### src/rtl/flag_scoreboard_if.sv
// Decode/commit-side signal bundle for the NZCV flag scoreboard.
// The master side drives decode and writeback; the slave side is the scoreboard.
interface flag_scoreboard_if #(
    parameter int CNT_W = 3
);
    logic             ValidD;
    logic             StallD;
    logic             FlushE;
    logic [1:0]       FlagWriteD;
    logic [1:0]       NeedFlagsD;
    logic [1:0]       FlagCommitW;
    logic [3:0]       ALUFlagsW;
    logic [3:0]       FlagsD;
    logic             StallFlagD;
    logic [CNT_W-1:0] PendingNZ;
    logic [CNT_W-1:0] PendingCV;
    logic             ErrorFlag;

    modport master (
        output ValidD, StallD, FlushE, FlagWriteD, NeedFlagsD, FlagCommitW, ALUFlagsW,
        input  FlagsD, StallFlagD, PendingNZ, PendingCV, ErrorFlag
    );

    modport slave (
        input  ValidD, StallD, FlushE, FlagWriteD, NeedFlagsD, FlagCommitW, ALUFlagsW,
        output FlagsD, StallFlagD, PendingNZ, PendingCV, ErrorFlag
    );
endinterface

### src/rtl/flag_scoreboard.sv
// Decode-stage NZCV flag scoreboard: per-group pending-writer counters, architectural
// flag copy with writeback bypass, and a zero-latency flag-hazard stall.
module flag_scoreboard #(
    parameter int MAX_PENDING = 4,
    parameter int CNT_W       = 3
) (
    input logic              clk,
    input logic              rst,
    flag_scoreboard_if.slave bus
);
    // Group index: 1 = NZ, 0 = CV.
    logic [1:0][CNT_W-1:0] r_cnt;
    logic [1:0]            r_in_e;
    logic [3:0]            r_arch;
    logic                  r_error;

    logic [1:0][CNT_W-1:0] w_eff;
    logic [1:0]            w_kill;
    logic [1:0]            w_err;
    logic [1:0]            w_issue;
    logic                  w_raw_stall;
    logic                  w_full_stall;
    logic                  w_stall;

    // Count after this cycle's retirements, clamped at zero.
    function automatic logic [CNT_W-1:0] f_eff(input logic [CNT_W-1:0] cnt,
                                               input logic commit, input logic kill);
        logic [CNT_W:0] sub;
        sub = {{CNT_W{1'b0}}, commit} + {{CNT_W{1'b0}}, kill};
        if ({1'b0, cnt} > sub) begin
            return cnt - sub[CNT_W-1:0];
        end
        return '0;
    endfunction

    always_comb begin
        w_kill       = {2{bus.FlushE}} & r_in_e;
        w_eff        = '0;
        w_err        = '0;
        w_raw_stall  = 1'b0;
        w_full_stall = 1'b0;
        for (int g = 0; g < 2; g++) begin
            w_eff[g] = f_eff(r_cnt[g], bus.FlagCommitW[g], w_kill[g]);
            w_err[g] = (bus.FlagCommitW[g] | w_kill[g]) & (r_cnt[g] == '0);
            if (bus.NeedFlagsD[g] && (w_eff[g] != '0)) begin
                w_raw_stall = 1'b1;
            end
            if (bus.FlagWriteD[g] && (w_eff[g] == CNT_W'(MAX_PENDING))) begin
                w_full_stall = 1'b1;
            end
        end
    end

    assign w_stall = bus.ValidD & (w_raw_stall | w_full_stall);
    assign w_issue = {2{bus.ValidD & ~bus.StallD & ~w_stall}} & bus.FlagWriteD;

    // Issue is blocked at MAX_PENDING, so eff + issue never exceeds the limit.
    always_ff @(posedge clk) begin
        if (rst) begin
            r_cnt   <= '0;
            r_in_e  <= '0;
            r_arch  <= '0;
            r_error <= 1'b0;
        end else begin
            for (int g = 0; g < 2; g++) begin
                r_cnt[g] <= w_eff[g] + CNT_W'(w_issue[g]);
            end
            r_in_e <= w_issue;
            if (|w_err) begin
                r_error <= 1'b1;
            end
            if (bus.FlagCommitW[1]) begin
                r_arch[3:2] <= bus.ALUFlagsW[3:2];
            end
            if (bus.FlagCommitW[0]) begin
                r_arch[1:0] <= bus.ALUFlagsW[1:0];
            end
        end
    end

    assign bus.FlagsD     = {bus.FlagCommitW[1] ? bus.ALUFlagsW[3:2] : r_arch[3:2],
                             bus.FlagCommitW[0] ? bus.ALUFlagsW[1:0] : r_arch[1:0]};
    assign bus.StallFlagD = w_stall;
    assign bus.PendingNZ  = r_cnt[1];
    assign bus.PendingCV  = r_cnt[0];
    assign bus.ErrorFlag  = r_error;
endmodule

### src/flat_wrapper.sv
// flat-port wrapper written by rule: the top's interface ports become plain ports
module flag_scoreboard_flat 
#(
    parameter int MAX_PENDING = 4,
    parameter int CNT_W       = 3
)
  (clk, rst, bus_ValidD, bus_StallD, bus_FlushE, bus_FlagWriteD, bus_NeedFlagsD, bus_FlagCommitW, bus_ALUFlagsW, bus_FlagsD, bus_StallFlagD, bus_PendingNZ, bus_PendingCV, bus_ErrorFlag);
  flag_scoreboard_if #(.CNT_W(CNT_W)) bus_i ();
  input logic clk;
  input logic rst;
  input wire logic [$bits(bus_i.ValidD)-1:0] bus_ValidD;
  input wire logic [$bits(bus_i.StallD)-1:0] bus_StallD;
  input wire logic [$bits(bus_i.FlushE)-1:0] bus_FlushE;
  input wire logic [$bits(bus_i.FlagWriteD)-1:0] bus_FlagWriteD;
  input wire logic [$bits(bus_i.NeedFlagsD)-1:0] bus_NeedFlagsD;
  input wire logic [$bits(bus_i.FlagCommitW)-1:0] bus_FlagCommitW;
  input wire logic [$bits(bus_i.ALUFlagsW)-1:0] bus_ALUFlagsW;
  output wire logic [$bits(bus_i.FlagsD)-1:0] bus_FlagsD;
  output wire logic [$bits(bus_i.StallFlagD)-1:0] bus_StallFlagD;
  output wire logic [$bits(bus_i.PendingNZ)-1:0] bus_PendingNZ;
  output wire logic [$bits(bus_i.PendingCV)-1:0] bus_PendingCV;
  output wire logic [$bits(bus_i.ErrorFlag)-1:0] bus_ErrorFlag;
  assign bus_i.ValidD = bus_ValidD;
  assign bus_i.StallD = bus_StallD;
  assign bus_i.FlushE = bus_FlushE;
  assign bus_i.FlagWriteD = bus_FlagWriteD;
  assign bus_i.NeedFlagsD = bus_NeedFlagsD;
  assign bus_i.FlagCommitW = bus_FlagCommitW;
  assign bus_i.ALUFlagsW = bus_ALUFlagsW;
  assign bus_FlagsD = bus_i.FlagsD;
  assign bus_StallFlagD = bus_i.StallFlagD;
  assign bus_PendingNZ = bus_i.PendingNZ;
  assign bus_PendingCV = bus_i.PendingCV;
  assign bus_ErrorFlag = bus_i.ErrorFlag;
  flag_scoreboard #(.MAX_PENDING(MAX_PENDING), .CNT_W(CNT_W)) u_core (.clk(clk), .rst(rst), .bus(bus_i));
endmodule
### config.mk
export PLATFORM = sky130hd
export DESIGN_NAME = flag_scoreboard_flat
export DESIGN_NICKNAME = d
export VERILOG_FILES = /design/src/rtl/flag_scoreboard_if.sv /design/src/rtl/flag_scoreboard.sv /design/src/flat_wrapper.sv
export SDC_FILE = /design/constraint.sdc
export NUM_CORES = 1
export LEC_CHECK = 0
export CAP_MARGIN = 20
export CORE_MARGIN = 3
export CORE_UTILIZATION = 45
export CTS_BUF_LIST = sky130_fd_sc_hd__clkbuf_4
export CTS_CLUSTER_DIAMETER = 50
export DETAILED_ROUTE_END_ITERATION = 10
export GPL_TIMING_DRIVEN = 0
export HOLD_SLACK_MARGIN = 0.02
export PLACE_DENSITY = 0.85
export SLEW_MARGIN = 15
export SYNTH_ARGS = -nofsm -noshare
export SYNTH_HDL_FRONTEND = slang
export SYNTH_SLANG_ARGS = --single-unit
### constraint.sdc
create_clock -name clk -period 5.81 [get_ports clk]
set_input_delay 1.162 -clock clk [delete_from_list [all_inputs] [get_ports clk]]
set_output_delay 1.162 -clock clk [all_outputs]
set_load 0.02 [all_outputs]
* Yosys cells after proc, flatten, opt, wreduce, memory -nomap -nowiden
Cells that the tools add are included.
** Word-level totals
- Register bits :: 13
- Latch bits :: 0
- RAM bits :: 0
- Bits in read-only memories :: 0
- Bits of input ports :: 15
- Memories :: 0
** Operators by class
- Add/sub/neg operators :: 6
- $mul :: 0
- Div/mod/pow operators :: 0
- Order comparisons :: 2
- Equal/unequal tests :: 2
- Shifts and indexed selects :: 0
- Mux-type cells :: 12
- Bitwise logic cells :: 12
- Reductions and logical operators :: 9
** Operators with widths (count)
- 2-to-1 mux 3 bit :: 4
- greater-than comparator 3 x 4 -> 1 bit :: 2
- adder 3 x 1 -> 3 bit :: 2
- equality test 3 bit, second input constant :: 2
- logical NOT 3 bit :: 2
- 2-to-1 mux 1 bit :: 6
- nonzero test 3 bit :: 2
- subtractor 3 bit :: 2
- bitwise AND 1 bit :: 5
- adder 1 x 1 -> 2 bit :: 2
- bitwise AND 2 bit :: 2
- logical AND 1 bit :: 4
- 2-to-1 mux 2 bit :: 2
- bitwise OR 1 bit :: 3
- NOT 1 bit :: 2
- OR reduction 2 bit :: 1

* Logic depth before layout (Yosys ltp)
Gate-level depths: netlist of run 1.
- Word-level depth :: 15
- Gate-level depth with buffers :: 14
- Mapped depth without buffers :: 14

* Least setup slack after synthesis of run 1
OpenSTA, ideal clock, no wires.
- Path type :: input to output
- Start point :: input port bus_FlushE
- End point :: output port bus_StallFlagD
- Arrival :: 3.002 ns
- Data required time :: 4.648 ns
- Path slack :: 1.646 ns
- Stages on the path :: 10
- Path buffers :: 0
- Cells stage by stage :: and2_1 > inv_1 > ha_1 > ha_1 > inv_1 > fa_1 > nor2b_1 > nor3b_1 > a211oi_2 > o21a_1
** Between the ends
- Longest elaborated chain between the ends :: 11
- Elaborated cells between the ends (all ways) :: 27
- Those cells by class :: add/sub (4); order compare (2); eq/ne (2); mux (10); bitwise (3); reduce/logical (6)
** RTL lines
- from (decl) :: RTL line flat_wrapper.sv:13 : input wire logic [$bits(bus_i.FlushE)-1:0] bus_FlushE;
- bitwise AND 2 bit * :: RTL line flag_scoreboard.sv:37 : w_kill = {2{bus.FlushE}} & r_in_e;
- adder 1 x 1 -> 2 bit :: RTL line flag_scoreboard.sv:29 : sub = {{CNT_W{1'b0}}, commit} + {{CNT_W{1'b0}}, kill};
- greater-than comparator 3 x 4 -> 1 bit / subtractor 3 bit (equally long branches) :: RTL line flag_scoreboard.sv:30, flag_scoreboard.sv:31
- 2-to-1 mux 1 bit / 2-to-1 mux 3 bit (equally long branches) :: RTL line flag_scoreboard.sv:30 : if ({1'b0, cnt} > sub) begin
- 2-to-1 mux 3 bit :: RTL line flag_scoreboard.sv:33 : return '0;
- equality test 3 bit / nonzero test 3 bit (equally long branches) :: RTL line flag_scoreboard.sv:48, flag_scoreboard.sv:45
- logical AND 1 bit, on equally long branches :: RTL line flag_scoreboard.sv:48, flag_scoreboard.sv:45
- 2-to-1 mux 1 bit, on equally long branches (2 in a row) :: RTL line flag_scoreboard.sv:48, flag_scoreboard.sv:45
- bitwise OR 1 bit * :: RTL line flag_scoreboard.sv:54 : assign w_stall = bus.ValidD & (w_raw_stall | w_full_stall);
- bitwise AND 1 bit * :: RTL line flag_scoreboard.sv:54
- to (decl) :: RTL line flat_wrapper.sv:19 : output wire logic [$bits(bus_i.StallFlagD)-1:0] bus_StallFlagD;
Mark *: on every way between the ends. The rest lies on a longest branch, timed or not. The select of a mux whose other input is x is not followed.

* Worst setup path in the final report of run 1
Ends and elaborated chain as after synthesis.

==> results of run 1 <==
==> power breakdown <==
part	switching (mW)	internal, mW
clock	0.0290	0.0313
sequential	0.00585	0.0971
combinational	0.0619	0.0635
total	0.0968	0.192
==> synthesized netlist by cell type (all sizes together) <==
master and n:
ha 12, o21ai 2, dfxtp 13, nand3b 2, or3 1, a21o 1
a211oi 1, nand2 6, o211a 1, nor3 5, mux2 4, clkbuf 1
nor3b 1, inv 11, o21a 1, nor4 2, and3 1, and2 2
a21oi 6, fa 2, nor2b 12, nor2 6, o311a 1, nand2b 2
xor2 1, o211ai 1
==> cells by family (layout without fill, tap and decap cells) <==
family / after synthesis / count (layout) / synth area share
simple gates: 40 / 40 / 0.2493
flops: 13 / 13 / 0.2980
buf+inv: 12 / 42 / 0.05157
compound gates: 14 / 14 / 0.1218
fa+ha+maj: 14 / 14 / 0.2178
mux: 4 / 4 / 0.05157
xor+xnor: 1 / 1 / 0.01003
==> state kept, by name, indices dropped and copies added, names as in the netlist <==
name                  cells
u_core.r_arch             4
u_core.r_in_e             2
u_core.bus.PendingCV      3
u_core.bus.PendingNZ      3
u_core.bus.ErrorFlag      1
==> worst max-delay path, cell delays in order <==
cell and delay [ns]:
clkdlybuf4s50_1 0.49, and2_1 0.15, inv_1 0.05, ha_1 0.27, ha_1 0.13, inv_1 0.05, fa_1 0.53, nor2b_1 0.16
nor3b_1 0.06, a211oi_2 0.38, o21a_1 0.16, clkdlybuf4s50_1 0.59
==> layout make-up <==
cell class,instances,area [sq um]
timing repair buffer,26,260.3
fill,150,588.1
clock buffer,4,30.03
inverter,11,41.29
sequential,13,260.3
multi-input combinational,73,568.0
tap,25,31.28
buffer,1,3.754
==> through the flow <==
step           instance area, sq um  utilization  instances  power (mW)
2_1_floorplan                 873.3            -         98      0.1838
3_3_place_gp                   1165       0.6533        149      0.2242
3_5_place_dp                   1165       0.6533        149      0.2292
4_1_cts                        1195       0.6702        153      0.2911
5_1_grt                        1195       0.6702        153      0.3093
6_report                       1195       0.6702        153      0.2887
==> metal layers <==
metal | share of wire | vias up | global-route usage
met2 | 0.45 | 23 | 0.2826
li1 | - | 391 | -
met1 | 0.49 | 350 | 0.2130
met3 | 0.043 | 4 | 0.03323
met4 | 0.017 | 0 | 0.08295
met5 | 0 | - | 0
==> worst paths after layout <==
path	slack [ns]	to	cells past startpoint
setup / recovery	0.46	bus_StallFlagD	12
hold / removal	0.54	u_core.bus.ErrorFlag	2
setup reg to reg	2.69	u_core.bus.PendingCV[2]	14
hold reg to reg	0.54	u_core.bus.ErrorFlag	2
==> flow_summary.yaml, run 1 <==
global_route:
  grt_start_max_net_pins: 11
  grt_pass1_wl_um: 3353
  overflow: 0
  grtUsageTotal: 0.1723
  grt_pass1_vias: 779
  antenna_found_initial: 0
timing:
  period_share: 0.9216
  timing.fmax_mhz: 186.7
  min_period_ns: 5.355
  finalHoldViolCount: 0
  drv_slew: 0
  setup_viol: 0
  setup_slack_ns: 0.4552
  rsz0062_at_grt: "false"
  worstMarginPinSlew_ns: 0.4428
  skew_ns: 0.005670
  fin_hold_ws_ns: 0.5400
  slew_headroom: 0.7048
  tns_ns: 0
logic_synthesis:
  yosysTopAreaCell: "dfxtp_1"
  syn_avg_cell_area_sq_um: 8.912
  synthTopCellsByArea: "dfxtp_1 (30%), ha_1 (17%), nor2b_1 (8.6%), mux2_2 (5.2%), inv_1 (4.7%)"
  synth_top_area_share: 0.2980
  ys_seq_area_frac: 0.2980
  syn_nets: 127
  synth_cells: 98
  synth.distinct_cells: 26
  synth_area_sq_um: 873.3
  yosys_warnings: 0
  synth.ff_latch_count: 13
clock_network:
  postCtsHoldBufs: 0
  post_cts_resized: 0
  cts_tree: "yes"
  clk_latency_ns: 0.28
  root_buffer: "clkbuf_4"
  clk_pin_slew_ns: 0.08
  cts.sinks: 13
  post_cts_buffers: 0
  htree_levels: 1
  cts-buffers-inserted: 3
  clock_tree.buffer_depth: 2
critical_path:
  arrival_ns: 4.19
  endpoint_kind: "output pin"
  required_ns: 4.65
  r2r-start: "u_core.r_in_e[1]"
  startpoint_type: "input port"
  worstSetupPathType: "input port to output pin"
  startpoint: "bus_FlushE"
  cp_max_fo: 5
job:
  cap_violations: 0
floorplan:
  core.rowCount: 15
  die_x_um: 50.06
  fp.dieH_um: 50.06
  core_area_sq_um: 1783
  die-area_sq_um: 2506
  num_io_pins: 27
  start_util: 0.4898
cells_and_area:
  drive_above_1_share: 0.07813
  diodes: 0
  layout.nets: 158
  final_common_cell: "clkdlybuf4s50_1"
  area_growth_pct: 36.82
  mostFrequentLayoutCells: "clkdlybuf4s50_1 (26), dfxtp_1 (13), nor2b_1 (12), ha_1 (12), inv_1 (11)"
drt:
  vias: 768
  wl_per_cell_um: 12.56
  wirelength_um: 1922
  drt_pre_antenna_iters: 4
  drc: 0
  antenna_left: 0
  drt_iter0_markers: 10
  via_per_inst: 5.020
place:
  port_buffers: 26
  place.gp.congestion: 0.8459
  preCtsSetupSlack_ns: 0.4696
  dp_hpwl_um: 1525
power:
  leakage_nw: 0.5096
  powerDensity_nw_per_um2: 241.6
  peakVddDrop_mv: 0.1307
min_path:
  hold_path_class: "flop to flop"
  worstHoldStart: "u_core.bus.ErrorFlag"
status:
  status: "finished clean"
(Power assumes the default switching activity.)
==> inputs of run 2 (changes only) <==
--- a/config.mk
+++ b/config.mk
@@ -18,3 +18,4 @@
 export SYNTH_ARGS = -nofsm -noshare
 export SYNTH_HDL_FRONTEND = slang
 export SYNTH_SLANG_ARGS = --single-unit
+export TNS_END_PERCENT = 10
==> results of run 2 <==
Same layout as run 1: the final DEF is identical, and so are final timing and power.
==> inputs of run 3 (changes only) <==
--- a/config.mk
+++ b/config.mk
@@ -9,11 +9,12 @@
 export CORE_MARGIN = 3
 export CORE_UTILIZATION = 45
 export CTS_BUF_LIST = sky130_fd_sc_hd__clkbuf_4
-export CTS_CLUSTER_DIAMETER = 50
+export CTS_CLUSTER_DIAMETER = 40
 export DETAILED_ROUTE_END_ITERATION = 10
 export GPL_TIMING_DRIVEN = 0
 export HOLD_SLACK_MARGIN = 0.02
 export PLACE_DENSITY = 0.85
+export RECOVER_POWER = 50
 export SLEW_MARGIN = 15
 export SYNTH_ARGS = -nofsm -noshare
 export SYNTH_HDL_FRONTEND = slang
==> run 3 against run 2 <==
  * Die area stayed put
  * Clock-buffer cell count unchanged
  * Clock power decreased by 0.7%
  * Sequential share of layout area unchanged
  * Power fell by 1.1%
  * Final area unchanged
  * Hold slack got worse by 0.0079 ns
  * Critical path type unchanged
  * Critical endpoint unchanged
==> flow_summary.yaml, run 3 (synthesis gave the netlist of run 1 again) <==
status:
  status: "finished clean"
timing:
  setup_slack_ns: 0.4224
  setup_viol: 0
  rsz0062_at_grt: "false"
  tns_ns: 0
  worstMarginPinSlew_ns: 0.4432
  drv_slew: 0
  finalHoldViolCount: 0
  fin_hold_ws_ns: 0.5321
  period_share: 0.9273
  timing.fmax_mhz: 185.6
  min_period_ns: 5.388
  skew_ns: 0.004677
  slew_headroom: 0.7045
clock_network:
  cts_tree: "yes"
  post_cts_resized: 0
  postCtsHoldBufs: 0
  htree_levels: 1
  cts.sinks: 13
  clk_pin_slew_ns: 0.08
  cts-buffers-inserted: 3
  clk_latency_ns: 0.27
  root_buffer: "clkbuf_4"
  clock_tree.buffer_depth: 2
  post_cts_buffers: 0
global_route:
  grt_pass1_vias: 779
  grt_start_max_net_pins: 11
  grt_pass1_wl_um: 3353
  grtUsageTotal: 0.1723
  antenna_found_initial: 0
  overflow: 0
place:
  placed_area_sq_um: 1165
  place.gp.congestion: 0.8459
  port_buffers: 26
  dp_hpwl_um: 1525
  preCtsSetupSlack_ns: 0.4696
cells_and_area:
  drive_above_1_share: 0.07813
  diodes: 0
  mostFrequentLayoutCells: "clkdlybuf4s50_1 (18), dfxtp_1 (13), nor2b_1 (12), ha_1 (12), inv_1 (11)"
  layout.nets: 158
  num-fill-cells: 150
  largest_reg_flops: 4
  final_cell_area_sq_um: 1195
  area_growth_pct: 36.82
  final_common_cell: "clkdlybuf4s50_1"
  regMostFlops: "u_core.r_arch"
critical_path:
  endpoint_kind: "output pin"
  arrival_ns: 4.23
  startpoint_type: "input port"
  worstSetupPathType: "input port to output pin"
  cp_max_fo: 5
  reg2reg_depth: 14
  required_ns: 4.65
  reg2reg_slack_ns: 2.67
floorplan:
  fp.dieH_um: 50.06
  num_io_pins: 27
  die-area_sq_um: 2506
  core.rowCount: 15
  core_area_sq_um: 1783
  start_util: 0.4898
  die_x_um: 50.06
job:
  cap_violations: 0
power:
  powerDensity_nw_per_um2: 239.0
  peakVddDrop_mv: 0.1286
  leakage_nw: 0.5281
drt:
  drt_pre_antenna_iters: 4
  wirelength_um: 1913
  wl_per_cell_um: 12.50
  drt_iter0_markers: 10
  vias: 765
  drc: 0
  via_per_inst: 5.000
  antenna_left: 0
min_path:
  hold_path_class: "flop to flop"
  hold_depth: 2
==> run 3: cell types whose count changed in the layout (fill, tap and decap cells not counted), sizes merged <==
cell	before	now
clkdlybuf4s50	26	18
dlygate4sd3	0	8
==> run 3: cell type report <==
class / instances / area, sq um / share of cell area
well taps: 25 / 31.28 / 0.02618
plain buffers: 1 / 3.754 / 0.003141
clock buffers: 4 / 30.03 / 0.02513
repair buffers: 26 / 260.3 / 0.2178
inverters: 11 / 41.29 / 0.03455
flip-flops and latches: 13 / 260.3 / 0.2178
multi-input cells: 73 / 568.0 / 0.4754
==> run 3: report_power, final <==
group / leakage [nW] / switching (mW) / total, mW / internal (mW)
clock network: 0.0184 / 0.0286 / 0.0598 / 0.0313
registers: 0.107 / 0.00560 / 0.103 / 0.0971
logic: 0.403 / 0.0618 / 0.123 / 0.0613
total: 0.528 / 0.0959 / 0.286 / 0.190
==> run 3: per-layer routing <==
layer / share of wire / vias to the layer above / GRT usage
met4: 0.018 / 0 / 0.08295
met5: 0 / - / 0
li1: - / 390 / -
met1: 0.48 / 350 / 0.2130
met2: 0.46 / 21 / 0.2826
met3: 0.042 / 4 / 0.03323
==> run 3: worst paths after layout <==
kind,startpoint,endpoint
worst max-delay path,bus_FlushE,bus_StallFlagD
worst min-delay path,u_core.bus.ErrorFlag,u_core.bus.ErrorFlag
worst max register to register,u_core.r_in_e[1],u_core.bus.PendingCV[2]
worst min register to register,u_core.bus.ErrorFlag,u_core.bus.ErrorFlag
==> run 3: stage by stage <==
step	power (mW)	util	cells
after floorplan	0.1838	-	98
after global placement	0.2242	0.6533	149
after CTS	0.2911	0.6702	153
after global routing	0.3069	0.6702	153
final	0.2856	0.6702	153
after detailed placement	0.2292	0.6533	149
==> run 3: worst max-delay path, cell delays in order <==
cell and delay [ns]:
clkdlybuf4s50_1 0.49, and2_0 0.17, inv_1 0.06, ha_1 0.28
ha_1 0.13, inv_1 0.05, fa_1 0.54, nor2b_1 0.16
nor3b_1 0.07, a211oi_2 0.38, o21a_1 0.16, clkdlybuf4s50_1 0.59
